File: src/rtl/mul_pkg.sv
// Shared types for the lane-shared multiplier: controller states and lane index.
// No logic; imported by the controller and the datapath core.
// No flow control of its own.
package mul_pkg;

    localparam int DEF_WIDTH = 32;

    typedef enum logic {
        IDLE = 1'b0,
        RUN  = 1'b1
    } state_t;

    typedef logic lane_t;

    localparam lane_t LANE0 = 1'b0;
    localparam lane_t LANE1 = 1'b1;

endpackage

File: src/rtl/seq_mult_core.sv
// Unsigned shift-add multiplier datapath: one partial-product add and right shift per step.
// Latency: WIDTH steps after load; acc_nxt exposes the value the current step produces.
// No backpressure: stepping is fully under controller control.
module seq_mult_core
    import mul_pkg::*;
#(
    parameter int WIDTH = DEF_WIDTH
) (
    input  logic               clk,
    input  logic               rst_n,
    input  logic               load,
    input  logic               step,
    input  logic [WIDTH-1:0]   a,
    input  logic [WIDTH-1:0]   b,
    output logic [2*WIDTH-1:0] acc_nxt
);

    logic [WIDTH-1:0]   mcand;
    logic [WIDTH-1:0]   sreg;
    logic [2*WIDTH-1:0] acc;
    logic [WIDTH-1:0]   addend;
    logic [WIDTH:0]     hi_sum;

    // Upper half absorbs the partial product; the lower half collects bits shifted out.
    always_comb begin
        addend  = sreg[0] ? mcand : '0;
        hi_sum  = {1'b0, acc[2*WIDTH-1:WIDTH]} + {1'b0, addend};
        acc_nxt = {hi_sum, acc[WIDTH-1:1]};
    end

    always_ff @(posedge clk or negedge rst_n) begin
        if (!rst_n) begin
            mcand <= '0;
            sreg  <= '0;
            acc   <= '0;
        end else if (load) begin
            mcand <= a;
            sreg  <= b;
            acc   <= '0;
        end else if (step) begin
            sreg  <= sreg >> 1;
            acc   <= acc_nxt;
        end
    end

endmodule

File: src/rtl/mul_share_ctrl.sv
// Shares one iterative multiplier between two issue lanes; lane 0 wins collisions.
// Latency: WIDTH+1 cycles from request to done per lane; second lane of a collision waits WIDTH more.
// Backpressure: stall held while any requesting lane lacks its result.
module mul_share_ctrl
    import mul_pkg::*;
#(
    parameter int WIDTH = DEF_WIDTH,
    parameter int CNTW  = 6
) (
    input  logic               clk,
    input  logic               rst_n,
    input  logic               req0,
    input  logic               req1,
    input  logic               sign0,
    input  logic               sign1,
    input  logic [WIDTH-1:0]   srca0,
    input  logic [WIDTH-1:0]   srcb0,
    input  logic [WIDTH-1:0]   srca1,
    input  logic [WIDTH-1:0]   srcb1,
    input  logic               flush,
    output logic [2*WIDTH-1:0] product0,
    output logic [2*WIDTH-1:0] product1,
    output logic               done0,
    output logic               done1,
    output logic               stall,
    output logic               busy
);

    state_t             state, state_nxt;
    lane_t              g;
    lane_t              ld_lane;
    logic               neg;
    logic [CNTW-1:0]    cnt;
    logic               start0, start1, last, ld;
    logic               ld_sign, ld_neg;
    logic [WIDTH-1:0]   a_raw, b_raw, opa, opb;
    logic [2*WIDTH-1:0] res, res_fix;

    assign start0  = req0 & ~done0;
    assign start1  = req1 & ~done1;
    assign stall   = start0 | start1;
    assign busy    = (state == RUN);
    assign last    = busy && (cnt == CNTW'(1));
    assign res_fix = neg ? -res : res;

    always_comb begin
        state_nxt = state;
        ld        = 1'b0;
        ld_lane   = LANE0;
        if (flush) begin
            state_nxt = IDLE;
        end else begin
            case (state)
                IDLE: begin
                    if (start0 | start1) begin
                        ld        = 1'b1;
                        ld_lane   = start0 ? LANE0 : LANE1;
                        state_nxt = RUN;
                    end
                end
                RUN: begin
                    // Hand the core straight to the other lane if it is waiting.
                    if (last) begin
                        if ((g == LANE0) ? start1 : start0) begin
                            ld      = 1'b1;
                            ld_lane = ~g;
                        end else begin
                            state_nxt = IDLE;
                        end
                    end
                end
                default: state_nxt = IDLE;
            endcase
        end
    end

    // The core only ever sees magnitudes; the sign is reapplied on writeback.
    always_comb begin
        ld_sign = (ld_lane == LANE1) ? sign1 : sign0;
        a_raw   = (ld_lane == LANE1) ? srca1 : srca0;
        b_raw   = (ld_lane == LANE1) ? srcb1 : srcb0;
        opa     = (ld_sign & a_raw[WIDTH-1]) ? -a_raw : a_raw;
        opb     = (ld_sign & b_raw[WIDTH-1]) ? -b_raw : b_raw;
        ld_neg  = ld_sign & (a_raw[WIDTH-1] ^ b_raw[WIDTH-1]);
    end

    seq_mult_core #(.WIDTH(WIDTH)) u_core (
        .clk     (clk),
        .rst_n   (rst_n),
        .load    (ld),
        .step    (busy),
        .a       (opa),
        .b       (opb),
        .acc_nxt (res)
    );

    always_ff @(posedge clk or negedge rst_n) begin
        if (!rst_n) begin
            state    <= IDLE;
            cnt      <= '0;
            g        <= LANE0;
            neg      <= 1'b0;
            product0 <= '0;
            product1 <= '0;
            done0    <= 1'b0;
            done1    <= 1'b0;
        end else begin
            state <= state_nxt;
            if (flush) begin
                cnt   <= '0;
                done0 <= 1'b0;
                done1 <= 1'b0;
            end else begin
                if (ld) begin
                    g   <= ld_lane;
                    neg <= ld_neg;
                    cnt <= CNTW'(WIDTH);
                end else if (busy) begin
                    cnt <= cnt - CNTW'(1);
                end
                if (!stall) begin
                    done0 <= 1'b0;
                    done1 <= 1'b0;
                end
                // A lane that dropped its request still gets its result marked done.
                if (last) begin
                    if (g == LANE0) begin
                        product0 <= res_fix;
                        done0    <= 1'b1;
                    end else begin
                        product1 <= res_fix;
                        done1    <= 1'b1;
                    end
                end
            end
        end
    end

endmodule

File: config.mk
export PLATFORM = sky130hd
export DESIGN_NAME = mul_share_ctrl
export DESIGN_NICKNAME = d
export VERILOG_FILES = /design/src/rtl/mul_pkg.sv /design/src/rtl/seq_mult_core.sv /design/src/rtl/mul_share_ctrl.sv
export SDC_FILE = /design/constraint.sdc
export NUM_CORES = 1
export LEC_CHECK = 0
export ABC_AREA = 0
export CAP_MARGIN = 40
export CORE_UTILIZATION = 56
export CTS_BUF_LIST = sky130_fd_sc_hd__clkbuf_2 sky130_fd_sc_hd__clkbuf_4 sky130_fd_sc_hd__clkbuf_8
export CTS_CLUSTER_DIAMETER = 100
export DETAILED_ROUTE_END_ITERATION = 8
export GPL_TIMING_DRIVEN = 0
export PLACE_DENSITY_LB_ADDON = 0.08
export SYNTH_ARGS = -nofsm -noshare
export SYNTH_HDL_FRONTEND = slang
export SYNTH_SLANG_ARGS = --single-unit
File: constraint.sdc
create_clock -name clk -period 6.25 [get_ports clk]
set_input_delay 1.25 -clock clk [delete_from_list [all_inputs] [get_ports clk]]
set_output_delay 1.25 -clock clk [all_outputs]
set_load 0.005 [all_outputs]
# Word level (Yosys, flattened, before mapping)

Cells that the tools add are included.

Bitwise operators: 12
Muxes and demuxes: 37
Eq/ne operators: 1
$add $sub $neg: 5
Reduce and logical (&&, ||, !) cells: 6

Operator list:

| cell                                                | count |
|---|---|
| two-way mux 32 bit                                  | 7 |
| two-way mux 64 bit                                  | 3 |
| negation 32 bit                                     | 2 |
| negation 64 bit                                     | 1 |
| adder 32 x 32 -> 33 bit                             | 1 |
| two-way mux 1 bit                                   | 21 |
| two-way mux 6 bit                                   | 3 |
| equality test 6 x 1 -> 1 bit, second input constant | 1 |
| one-hot mux 1 bit (2 select lines)                  | 3 |
| AND reduction 3 bit                                 | 2 |
| subtractor 6 x 1 -> 6 bit, second input constant    | 1 |
| bitwise AND 1 bit                                   | 5 |
| inverter 1 bit                                      | 5 |
| nonzero test 3 bit                                  | 1 |
| AND reduction 2 bit                                 | 1 |
| nonzero test 2 bit                                  | 1 |
| logical AND 1 bit                                   | 1 |
| OR 1 bit                                            | 1 |
| XOR 1 bit                                           | 1 |

Output and inout bits: 132
Word-level logic and storage cells: 72
Input port bits: 135
Bits in registers: 267

# Longest topological paths before layout

Gate-level depths: netlist (run 1).

Depth in word-level cells: 11
Depth in mapped cells: 19
Mapped depth without buffers: 14

# Hierarchy

From an unflattened synthesis (run 1), not the netlist that was laid out.

Cell total of the unflattened synthesis: 1907
Area, all modules: 17207.8 sq um

By module, submodules not included:

| module         | times used | cells an instance | area each (sq um) | seq. area each (sq um) |
|---|---|---|---|---|
| mul_share_ctrl | 1          | 1147              | 9656.8            | 3478.3 |
| seq_mult_core  | 1          | 760               | 7551.0            | 3178.0 |

# Least setup slack after synthesis (run 1)

OpenSTA, ideal clock, no wires.

Path kind: input to register
Start point: in req0
End point: reg u_core.mcand[30]
Data required time: 6.119 ns
Library setup time: 0.131 ns
Arrival time: 5.608 ns
Path buffers: 5
Stages: 17
Slack: 0.511 ns
Path through: nor2b_1 > o32ai_4 > nand2_2 > buf_1 > clkbuf_1 > buf_2 > clkbuf_1 > clkbuf_1 > mux2i_1 > ha_1 > o21ai_0 > a2111oi_0 > a41o_1 > a21boi_1 > nand2_1 > xor2_1 > o21ai_1

Longest elaborated chain between the ends: 9
Elaborated cells on any way between the ends: 19
Those cells by class: 1 x add/sub; 15 x mux; 3 x bitwise

Ends and longest elaborated chain:

| element                                                        | RTL line                                   | text |
|---|---|---|
| start: declaration                                             | mul_share_ctrl.sv:12                       | `input logic req0,` |
| bitwise AND 1 bit (*)                                          | mul_share_ctrl.sv:39                       | `assign start0 = req0 & ~done0;` |
| two-way mux 1 bit (2 in series)                                | mul_share_ctrl.sv:64                       | `if ((g == LANE0) ? start1 : start0) begin` |
| two-way mux 1 bit                                              | mul_share_ctrl.sv:63                       | `if (last) begin` |
| one-hot mux 1 bit (2 select lines)                             | mul_share_ctrl.sv:53                       | `case (state)` |
| two-way mux 1 bit                                              | mul_share_ctrl.sv:50                       | `if (flush) begin` |
| two-way mux 32 bit / two-way mux 1 bit (equally long branches) | mul_share_ctrl.sv:80, mul_share_ctrl.sv:79 |  |
| negation 32 bit / bitwise AND 1 bit (equally long branches)    | mul_share_ctrl.sv:82                       | `opa = (ld_sign & a_raw[WIDTH-1]) ? -a_raw : a_raw;` |
| two-way mux 32 bit                                             | mul_share_ctrl.sv:82                       |  |
| end signal: assignment                                         | seq_mult_core.sv:33                        | `mcand <= '0;` |
| end signal: assignment                                         | seq_mult_core.sv:37                        | `mcand <= a;` |
| end: declaration                                               | seq_mult_core.sv:18                        | `logic [WIDTH-1:0] mcand;` |

Mark *: on every way between the ends. The rest lies on a longest branch, timed or not.
A chain may end at the register's enable or synchronous reset.

# Worst setup path in the final report (run 1)

Start point: in req0
End point: reg u_core.sreg[26]

Longest elaborated chain between the ends: 10
Elaborated cells on any way between the ends: 21
Those cells by class: 1 x add/sub; 16 x mux; 3 x bitwise; 1 x reduce/logical

Ends and longest elaborated chain:

| element                                                        | RTL line                                   | text |
|---|---|---|
| bitwise AND 1 bit (*)                                          | mul_share_ctrl.sv:39                       |  |
| two-way mux 1 bit (2 in series)                                | mul_share_ctrl.sv:64                       |  |
| two-way mux 1 bit                                              | mul_share_ctrl.sv:63                       |  |
| one-hot mux 1 bit (2 select lines)                             | mul_share_ctrl.sv:53                       |  |
| two-way mux 1 bit                                              | mul_share_ctrl.sv:50                       |  |
| two-way mux 32 bit / two-way mux 1 bit (equally long branches) | mul_share_ctrl.sv:81, mul_share_ctrl.sv:79 |  |
| negation 32 bit / bitwise AND 1 bit (equally long branches)    | mul_share_ctrl.sv:83                       | `opb = (ld_sign & b_raw[WIDTH-1]) ? -b_raw : b_raw;` |
| two-way mux 32 bit                                             | mul_share_ctrl.sv:83                       |  |
| two-way mux 32 bit                                             | seq_mult_core.sv:36                        | `end else if (load) begin` |
| end signal: assignment                                         | seq_mult_core.sv:41                        | `sreg <= sreg >> 1;` |
| end: declaration                                               | seq_mult_core.sv:19                        | `logic [WIDTH-1:0] sreg;` |

Marked as above.

==> summary.txt, run 1 <==
Synthesis
  • Xor/xnor cell area share of the yosys netlist: 7.25%
  • Post-synth top flop: dfrtp_1
  • Area leader, netlist: dfrtp_1
  • Sequential share of the synthesized area: 41.1%
  • Synth area leaders: dfrtp_1, nand2_1, o21ai_0
  • Cells after Synth: 1869
  • Area share of the largest cell type after synthesis: 41.1%
  • Largest family of logic cells by synthesized area: simple AND/OR/NAND/NOR gates
  • Asr flop ratio synth: 100%
  • Synth Area in Compound Gates: 20.0%
  • Syn Nets: 2042
  • #FFs+latches synth: 266
  • Post-synth EDFFs: 0
  • Top cells by count, synth: nand2_1, dfrtp_1, o21ai_0
  • Synth cell types: 76
  • Syn Std Cell Area: 16200 um^2
  • Top-count cell post-synth: nand2_1
  • Mux share of post-synthesis cell area: 5.37%
  • Post-synthesis adder-cell area fraction: 2.98%
  • Synth Area per Inst: 8.66 um^2
  • Synth warnings: 0
  • Post-Synth Simple-Gate Area: 20.2%

Floorplanning
  • Std cell rows: 61
  • Die area: 29600 um^2
  • Core area: 28100 um^2
  • Vertical die dimension: 172 um
  • Width of the die: 172 um
  • # IOs: 267
  • Initial Util: 57.6%

Timing
  • Fin crit period: 6.00 ns
  • Clock Skews: 0.0245 ns
  • Relative slew slack: 37.1%
  • Final Cycle Share: 96.0%
  • Fmax achieved: 167 MHz
  • Setup TNS: 0 ns
  • Setup violations, final: 0
  • Slew @ Worst Pin: 0.938 ns
  • Hold WS: 0.473 ns
  • Post-route setup slack: 0.248 ns
  • Final Hold Fails: 0
  • RSZ-0062 raised after global routing: false
  • Max-slew violation count: 0

GRT
  • Largest net degree at the start of global routing: 130
  • Remaining global-route overflow: 0
  • Initial antenna violation count: 0
  • First-pass GRT wire length: 82000 um
  • Tot GR Track Use: 35.7%
  • Via count of the first global-routing pass: 15300

Worst setup path
  • Top delay family on crit path: simple AND/OR/NAND/NOR gates
  • R2R Setup Slk: 0.80 ns
  • Buf/Inv on CP: 4
  • Slowest CP cell: nor4b_2
  • Reg2reg end: u_core.sreg[26]$_DFFE_PN0P_
  • Startpoint Class: primary input
  • Worst Setup End Kind: flop
  • Critical path class: primary input to flop
  • Critical Path, Cell by Cell: clkdlybuf4s50_1 > nor2b_2 > o32ai_4 > nand2_4 > buf_2 > clkbuf_2 > clkbuf_2 > mux2i_1 > ha_1 > o21ai_0 > nor4b_2 > nand4_1 > nor3_2 > a31oi_1 > xor2_1 > o211ai_1
  • Max stage delay on crit path: 0.48 ns
  • Critical-path maximum fanout: 25
  • Worst R2R Path Depth: 16
  • Crit-path most repeated cell: clkbuf_2
  • CP Data Required Time: 6.64 ns
  • Worst Path Arrival: 6.39 ns
  • Crit Reg-Reg Startpoint: busy$_DFF_PN0_

Run
  • Maximum Capacitance Violations: 0

Place
  • DP Area: 19400 um^2
  • HPWL Detailed: 40700 um
  • Placer Congestion: 0.948
  • Pre-CTS setup slack: -2.31 ns
  • # placed instances: 2519
  • IO buf count: 266

CTS
  • H-tree level count: 2
  • # clock sinks: 266
  • Root Driver: clkbuf_8
  • Hold_buf cts: 0
  • Setup repair bufs after CTS: 0
  • CTS tree: built
  • Cts bufs inserted: 41
  • Post_cts resized: 8
  • Clock-pin slew on the worst setup and hold paths: 0.06 ns
  • Later-pin clock latency in the skew report: 0.56 ns
  • CTS max path bufs: 3

Detailed routing
  • DRT iter0 DRCs: 1523
  • Length of the first detailed-routing pass in iterations: 5
  • WL per Instance: 20.2 um
  • Routed WL: 52400 um
  • Total vias in the final route: 15900
  • Routed vias/inst: 6.13
  • # DRC: 0
  • ANT nets after route: 0

Cells and area
  • Fillers: 2160
  • Final net count: 2355
  • Design area: 20400 um^2
  • Post-route insts no fill: 2591
  • Area Overhead vs Synth: 25.8%
  • Share of layout cells above drive strength 1: 5.87%
  • Ant. Diodes: 0
  • Post-layout util: 72.5%

Hold path
  • Hold Startpoint: u_core.mcand[17]$_DFFE_PN0P_
  • Worst Hold Path Cells: 2
  • Worst min path class: flop to flop
  • Hold-critical path endpoint: u_core.mcand[17]$_DFFE_PN0P_

Power and ir drop
  • Power Total: 6.68 mW
  • Pwr dens: 328 nW/um^2
  • Peak VDD IR: 0.163 mV
  • Lkg Pwr: 9.01 nW

Run status
  • Outcome: finished, final reports clean
[per-layer routing]
metal	share of wire [%]	routed length, um	vias up	track usage [%]
met5	0	0	-	0
met4	3.3	1720	0	13.9
met3	8.2	4270	131	5.54
met2	47	24600	815	59.3
met1	42	21800	7623	46.9
li1	-	-	7319	-
[worst register-to-register path, cell delays in order, from the launching register on]
cell and delay [ns]:
dfrtp_1 0.38, buf_2 0.28, nand3b_1 0.25, o32ai_4 0.57, nand2_4 0.37, buf_2 0.36, clkbuf_2 0.27, clkbuf_2 0.34
mux2i_1 0.39, ha_1 0.27, o21ai_0 0.23, nor4b_2 0.48, nand4_1 0.26, nor3_2 0.33, a31oi_1 0.15, xor2_1 0.25
o211ai_1 0.13
[area by class of cell]
cell class,instances,area (um^2),share of cell area (%)
Inverter,18,67.6,0.332
Tap cell,378,473,2.32
Multi-Input combinational cell,1474,9060,44.5
Buffer,109,418,2.05
Clock inverter,10,111,0.547
Sequential cell,266,6660,32.7
Timing Repair Buffer,272,2760,13.6
Clock buffer,64,812,3.99
[worst max-delay path by stage]
stage / slack [ns] / endpoint / cells past startpoint / from
after global routing: 0.07 / u_core.sreg[26]$_DFFE_PN0P_ / 16 / req0
after global placement: -6.93 / u_core.sreg[14]$_DFFE_PN0P_ / 1 / rst_n
after CTS: 0.09 / u_core.mcand[30]$_DFFE_PN0P_ / 18 / req0
final: 0.25 / u_core.sreg[26]$_DFFE_PN0P_ / 16 / req0
after detailed placement: -2.31 / u_core.sreg[26]$_DFFE_PN0P_ / 18 / req0
after floorplan: 0.51 / u_core.mcand[30]$_DFFE_PN0P_ / 17 / req0
[logic make-up (layout without fill, tap and decap cells)]
family | Yosys count | count (layout)
XOR/XNOR | 134 | 134
flip-flops | 266 | 266
AND/OR/NAND/NOR | 695 | 695
adder cells (fa/ha/maj) | 38 | 38
multiplexers | 84 | 84
AO/OA/AOI/OAI | 523 | 523
buffers and inverters | 129 | 473
[cells in the final DEF (no fill, tap or decap), types with 53 or more instances in the layout]
cell type	n
xor2_1	82
clkdlybuf4s50_1	265
o21ai_0	237
mux2i_1	64
nor3_1	60
nand2_1	339
nor2_1	90
dfrtp_1	266
clkbuf_1	93
clkbuf_8	53
[state kept, by name, summed over array words and instances (netlist names)]
register / count
busy: 1
cnt: 6
done0: 1
done1: 1
g: 1
neg: 1
product0: 64
product1: 64
u_core.acc: 63
u_core.mcand: 32
u_core.sreg: 32
[where the power goes]
part           switching [mW]  internal [mW]  total (mW)  leakage [nW]
clock network           0.693          0.914        1.61         0.486
registers               0.261           2.12        2.38          3.49
logic                    1.55           1.15        2.70          5.03
Note: power is estimated with default switching activity, not from simulation.
==> run 2, diff against run 1 <==
--- a/config.mk
+++ b/config.mk
@@ -6,7 +6,7 @@
 export NUM_CORES = 1
 export LEC_CHECK = 0
 export ABC_AREA = 0
-export CAP_MARGIN = 40
+export CAP_MARGIN = 20
 export CORE_UTILIZATION = 56
 export CTS_BUF_LIST = sky130_fd_sc_hd__clkbuf_2 sky130_fd_sc_hd__clkbuf_4 sky130_fd_sc_hd__clkbuf_8
 export CTS_CLUSTER_DIAMETER = 100
==> run 2 against run 1 <==
Effect of this change: fmax is 0.27% higher; sequential share of layout area rose by 0.093 points; via count decreased by 0.44%; critical path depth is the same; clock skew is 0.0013 ns higher; total power shrank 0.63%; wire length decreased by 0.53%; utilization fell by 0.20 points; sequential cell count stayed put; clock power down 2%.
==> summary.txt, run 2 (synthesis gave the netlist of run 1 again) <==
Floorplanning
  • Std cell rows: 61
  • # IOs: 267
  • Die area: 29600 um^2
  • Width of the die: 172 um
  • Vertical die dimension: 172 um
  • Initial Util: 57.6%
  • Core area: 28100 um^2

Detailed routing
  • Length of the first detailed-routing pass in iterations: 6
  • Routed vias/inst: 6.11
  • DRT iter0 DRCs: 1432
  • ANT nets after route: 0
  • Routed WL: 52100 um
  • WL per Instance: 20.1 um
  • Total vias in the final route: 15800
  • # DRC: 0

Hold path
  • Worst min path class: flop to flop

CTS
  • Cts bufs inserted: 42
  • Clock-pin slew on the worst setup and hold paths: 0.06 ns
  • H-tree level count: 2
  • # clock sinks: 266
  • Root Driver: clkbuf_8
  • Hold_buf cts: 0
  • Later-pin clock latency in the skew report: 0.57 ns
  • CTS max path bufs: 3
  • CTS tree: built

Worst setup path
  • Max stage delay on crit path: 0.47 ns
  • CP Data Required Time: 6.66 ns
  • Critical Path, Cell by Cell: clkdlybuf4s50_1 > nor2b_2 > o32ai_4 > nand2_4 > buf_2 > clkbuf_2 > clkbuf_2 > mux2i_1 > ha_1 > o21ai_0 > nor4b_2 > nand4_1 > nor3_2 > a31oi_1 > xor2_1 > o211ai_1
  • Critical path class: primary input to flop
  • Buf/Inv on CP: 4
  • Worst Setup End Kind: flop
  • Worst Path Arrival: 6.39 ns
  • Slowest CP cell: clkdlybuf4s50_1
  • Crit-path most repeated cell: clkbuf_2
  • Critical-path maximum fanout: 25
  • Startpoint Class: primary input
  • Top delay family on crit path: simple AND/OR/NAND/NOR gates

Run status
  • Outcome: finished, final reports clean

Cells and area
  • Biggest regs: product0 (64), product1 (64), u_core.acc (63)
  • Final net count: 2353
  • Commonest non-fill, non-tap cell in the layout: nand2_1
  • Commonest cells after routing, fill and taps aside: nand2_1, dfrtp_1, clkdlybuf4s50_1
  • Design area: 20300 um^2
  • Area Overhead vs Synth: 25.5%
  • Share of layout cells above drive strength 1: 5.79%
  • Fillers: 2205
  • Post-route insts no fill: 2589

Timing
  • Fin crit period: 5.99 ns
  • Final Cycle Share: 95.8%
  • RSZ-0062 raised after global routing: false
  • Slew @ Worst Pin: 0.993 ns
  • Clock Skews: 0.0258 ns
  • Max-slew violation count: 0
  • Final Hold Fails: 0
  • Setup violations, final: 0
  • Relative slew slack: 33.8%
  • Setup TNS: 0 ns
  • Fmax achieved: 167 MHz

GRT
  • Tot GR Track Use: 35.3%
  • Largest net degree at the start of global routing: 130
  • First-pass GRT wire length: 81100 um
  • Remaining global-route overflow: 0
  • Via count of the first global-routing pass: 15200
  • Initial antenna violation count: 1

Place
  • IO buf count: 266
  • # placed instances: 2515
  • Placer Congestion: 0.948
  • DP Area: 19400 um^2
  • HPWL Detailed: 40700 um

Run
  • Maximum Capacitance Violations: 0

Power and ir drop
  • Gate power share: 40.5%
  • Clk pwr share: 23.7%
  • Pwr dens: 327 nW/um^2
  • Lkg Pwr: 8.99 nW
  • Sw frac: 37.7%
  • P_sw: 2.50 mW
  • Peak VDD IR: 0.145 mV
  • Pint: 4.14 mW
  • Seq pwr share: 35.8%
## run 2: cell count changes in the layout (fill, tap and decap cells not counted)
| cell | delta |
|---|---|
| clkdlybuf4s15_2 | -1 |
| diode_2 | +1 |
| buf_6 | -2 |
| clkinvlp_4 | -2 |
| clkbuf_2 | +1 |
| bufinv_16 | -1 |
| clkinv_8 | +1 |
| buf_1 | -1 |
| clkbuf_4 | +3 |
| inv_8 | -1 |
| inv_6 | +2 |
| clkbuf_8 | -2 |
## run 2: per-stage QoR
| stage | util [%] | setup WS [ns] | hold WS (ns) | power (mW) |
|---|---|---|---|---|
| after floorplan | - | 0.511 | 0.442 | 3.87 |
| after global routing | 72.3 | 0.138 | 0.497 | 7.01 |
| after global placement | 68.8 | -6.93 | 0.456 | 4.93 |
| after CTS | 72.3 | 0.0417 | 0.477 | 6.60 |
| after detailed placement | 69.0 | -2.40 | 0.466 | 5.03 |
| final | 72.3 | 0.265 | 0.475 | 6.64 |
## run 2: layout make-up
| class | count | area [um^2] | area share, % |
|---|---|---|---|
| diodes | 1 | 2.50 | 0.0123 |
| plain buffers | 109 | 418 | 2.06 |
| clock buffers | 65 | 807 | 3.97 |
| clock inverters | 9 | 88.8 | 0.438 |
| inverters | 18 | 67.6 | 0.333 |
| multi-input cells | 1474 | 9060 | 44.6 |
| flip-flops and latches | 266 | 6660 | 32.8 |
| well taps | 378 | 473 | 2.33 |
| repair buffers | 269 | 2730 | 13.4 |
## run 2: final timing paths
kind,cells past startpoint,slack [ns],end,from
max in group asynchronous,3,4.22,u_core.sreg[22]$_DFFE_PN0P_,rst_n
hold reg to reg,2,0.47,u_core.mcand[17]$_DFFE_PN0P_,u_core.mcand[17]$_DFFE_PN0P_
setup / recovery,16,0.26,u_core.sreg[26]$_DFFE_PN0P_,req0
min in group asynchronous,1,0.62,product0[42]$_DFFE_PN0P_,rst_n
hold / removal,2,0.47,u_core.mcand[17]$_DFFE_PN0P_,u_core.mcand[17]$_DFFE_PN0P_
setup reg to reg,14,0.80,product1[61]$_DFFE_PN0P_,u_core.sreg[0]$_DFFE_PN0P_
## run 2: per-layer routing
layer / global-route usage, % / share of wire [%]
met4: 13.2 / 3.3
met1: 46.6 / 41
met5: 0 / 0
met2: 59.0 / 47
met3: 5.06 / 8.2
## run 2: worst reg2reg max path: cells and delay by family (launching register included)
family                     cells  cell delay, ns
and+or+nand+nor                4            1.20
AOI/OAI and AO/OA              5            2.38
adders and majority gates      2            0.64
xor gates and xnor gates       1            0.17
muxes                          1            0.29
buffers and inverters          1            0.20
DFF                            1            0.46
## run 2: power by group through the flow
stage | Clock (mW) | Combinational, mW | Sequential [mW]
after floorplan | 0 | 1.53 | 2.35
after global placement | 0 | 2.55 | 2.38
after detailed placement | 0 | 2.63 | 2.40
after CTS | 1.58 | 2.65 | 2.37
after global routing | 1.65 | 2.93 | 2.42
final | 1.57 | 2.69 | 2.38
## run 2: timing repair
action | CTS | global route
setup buffers | 0 | 0
gates resized for setup | 9 | 1
pin swaps | 0 | 1
endpoints found under the setup margin | 27 | 9
gates cloned | 0 | 0
==> run 3, diff against run 2 <==
--- a/config.mk
+++ b/config.mk
@@ -7,7 +7,7 @@
 export LEC_CHECK = 0
 export ABC_AREA = 0
 export CAP_MARGIN = 20
-export CORE_UTILIZATION = 56
+export CORE_UTILIZATION = 55
 export CTS_BUF_LIST = sky130_fd_sc_hd__clkbuf_2 sky130_fd_sc_hd__clkbuf_4 sky130_fd_sc_hd__clkbuf_8
 export CTS_CLUSTER_DIAMETER = 100
 export DETAILED_ROUTE_END_ITERATION = 8
==> run 3 against run 2 <==
Effect of this change: critical path type unchanged; global-route usage down 1.8 points; worst hold slack better by 0.0023 ns; sequential cell count unchanged.
==> summary.txt, run 3 (synthesis gave the netlist of run 1 again) <==
Run status
  • Outcome: finished, final reports clean

GRT
  • Via count of the first global-routing pass: 15000
  • Tot GR Track Use: 33.6%
  • First-pass GRT wire length: 80600 um
  • Initial antenna violation count: 0
  • Largest net degree at the start of global routing: 103
  • Remaining global-route overflow: 0

CTS
  • Clock-pin slew on the worst setup and hold paths: 0.06 ns
  • H-tree level count: 2
  • CTS tree: built
  • CTS max path bufs: 3
  • Hold_buf cts: 0
  • Setup repair bufs after CTS: 0
  • Later-pin clock latency in the skew report: 0.57 ns
  • Root Driver: clkbuf_8
  • # clock sinks: 266
  • Cts bufs inserted: 43

Timing
  • Final Hold Fails: 0
  • Setup violations, final: 0
  • Max-slew violation count: 0
  • Post-route setup slack: 0.487 ns
  • Slew @ Worst Pin: 1.05 ns
  • Fmax achieved: 174 MHz
  • Final Cycle Share: 92.2%
  • RSZ-0062 raised after global routing: false
  • Clock Skews: 0.0198 ns
  • Relative slew slack: 30.2%
  • Fin crit period: 5.76 ns

Cells and area
  • Ant. Diodes: 0
  • Biggest regs: product0 (64), product1 (64), u_core.acc (63)
  • Post-layout util: 70.7%
  • Commonest cells after routing, fill and taps aside: nand2_1, dfrtp_1, clkdlybuf4s50_1
  • Share of layout cells above drive strength 1: 5.84%
  • Final net count: 2354
  • Area Overhead vs Synth: 26.0%
  • Commonest non-fill, non-tap cell in the layout: nand2_1

Floorplanning
  • Vertical die dimension: 174 um
  • Std cell rows: 62
  • Width of the die: 174 um
  • Die area: 30100 um^2
  • Initial Util: 56.1%
  • Core area: 28900 um^2
  • # IOs: 267

Worst setup path
  • CP Data Required Time: 6.67 ns
  • Worst Path Arrival: 6.19 ns
  • Crit Reg-Reg Startpoint: u_core.sreg[0]$_DFFE_PN0P_
  • R2R Setup Slk: 0.83 ns
  • Reg2reg end: product0[61]$_DFFE_PN0P_
  • Worst R2R Path Depth: 14
  • Worst setup path end: u_core.sreg[28]$_DFFE_PN0P_
  • Critical Path Source: req0
  • Startpoint Class: primary input
  • Critical path class: primary input to flop
  • Critical-path maximum fanout: 25
  • Worst Setup End Kind: flop

Detailed routing
  • DRT iter0 DRCs: 1269
  • Total vias in the final route: 15700
  • Length of the first detailed-routing pass in iterations: 7
  • Routed WL: 50600 um
  • # DRC: 0
  • Routed vias/inst: 6.05
  • ANT nets after route: 0
  • WL per Instance: 19.5 um

Power and ir drop
  • Peak VDD IR: 0.162 mV
  • Pwr dens: 329 nW/um^2
  • Power Total: 6.70 mW
  • Lkg Pwr: 9.01 nW

Place
  • Placer Congestion: 0.962
  • HPWL Detailed: 39700 um
  • Pre-CTS setup slack: -2.30 ns
  • IO buf count: 266

Run
  • Maximum Capacitance Violations: 0

Hold path
  • Worst min path class: flop to flop
## run 3: critical path, stage by stage
cell             delay [ns]
clkdlybuf4s50_1        0.47
nor2b_2                0.37
o32ai_4                0.27
nand2_4                0.38
buf_2                  0.39
clkbuf_2               0.36
buf_2                  0.39
mux2i_1                0.36
ha_1                   0.26
o21ai_0                0.21
nor4b_2                0.44
nand4_1                0.25
nor3_2                 0.30
a41oi_1                0.19
xor2_1                 0.21
o21ai_1                0.07
## run 3: power by group
part	leakage, nW	internal [mW]	switching [mW]
Sequential	3.49	2.12	0.253
Combinational	5.03	1.15	1.52
Clock	0.498	0.959	0.707
## run 3: how the worst min path moves through the flow
stage	from	endpoint	slack, ns	cells past startpoint
2_1_floorplan	u_core.mcand[0]$_DFFE_PN0P_	u_core.mcand[0]$_DFFE_PN0P_	0.44	2
3_3_place_gp	u_core.mcand[16]$_DFFE_PN0P_	u_core.mcand[16]$_DFFE_PN0P_	0.45	2
3_5_place_dp	u_core.mcand[13]$_DFFE_PN0P_	u_core.mcand[13]$_DFFE_PN0P_	0.47	2
4_1_cts	u_core.mcand[4]$_DFFE_PN0P_	u_core.mcand[4]$_DFFE_PN0P_	0.48	2
5_1_grt	product1[34]$_DFFE_PN0P_	product1[34]$_DFFE_PN0P_	0.50	2
6_report	product0[21]$_DFFE_PN0P_	product0[21]$_DFFE_PN0P_	0.48	2
## run 3: cell type report
class / count / area (um^2)
Tap cell: 384 / 480
Sequential cell: 266 / 6660
Fill cell: 2296 / 8470
Clock inverter: 10 / 145
Buffer: 109 / 425
Timing Repair Buffer: 269 / 2730
Clock buffer: 64 / 812
Multi-Input combinational cell: 1474 / 9080
Inverter: 18 / 67.6
## run 3: metal layers
layer  part of all wire (%)  track usage, %
met5                      0               0
met4                    3.2            12.2
met3                    7.6            4.17
met2                     46            54.5
met1                     43            46.2
## run 3: per-stage QoR
stage                     hold slack (ns)  std cells   TNS, ns  cell area, um^2
after floorplan                     0.442       1869         0            16200
after global placement              0.455       2519  -1935.60            19300
after detailed placement            0.467       2521    -46.22            19400
after CTS                           0.481       2594         0            20400
after global routing                0.497       2594         0            20400
final                               0.477       2594         0            20400
## run 3: timing repair
action,4_1_cts,5_1_grt
setup endpoints to repair,27,6
endpoints found under the hold margin,0,0
resized for setup,10,4
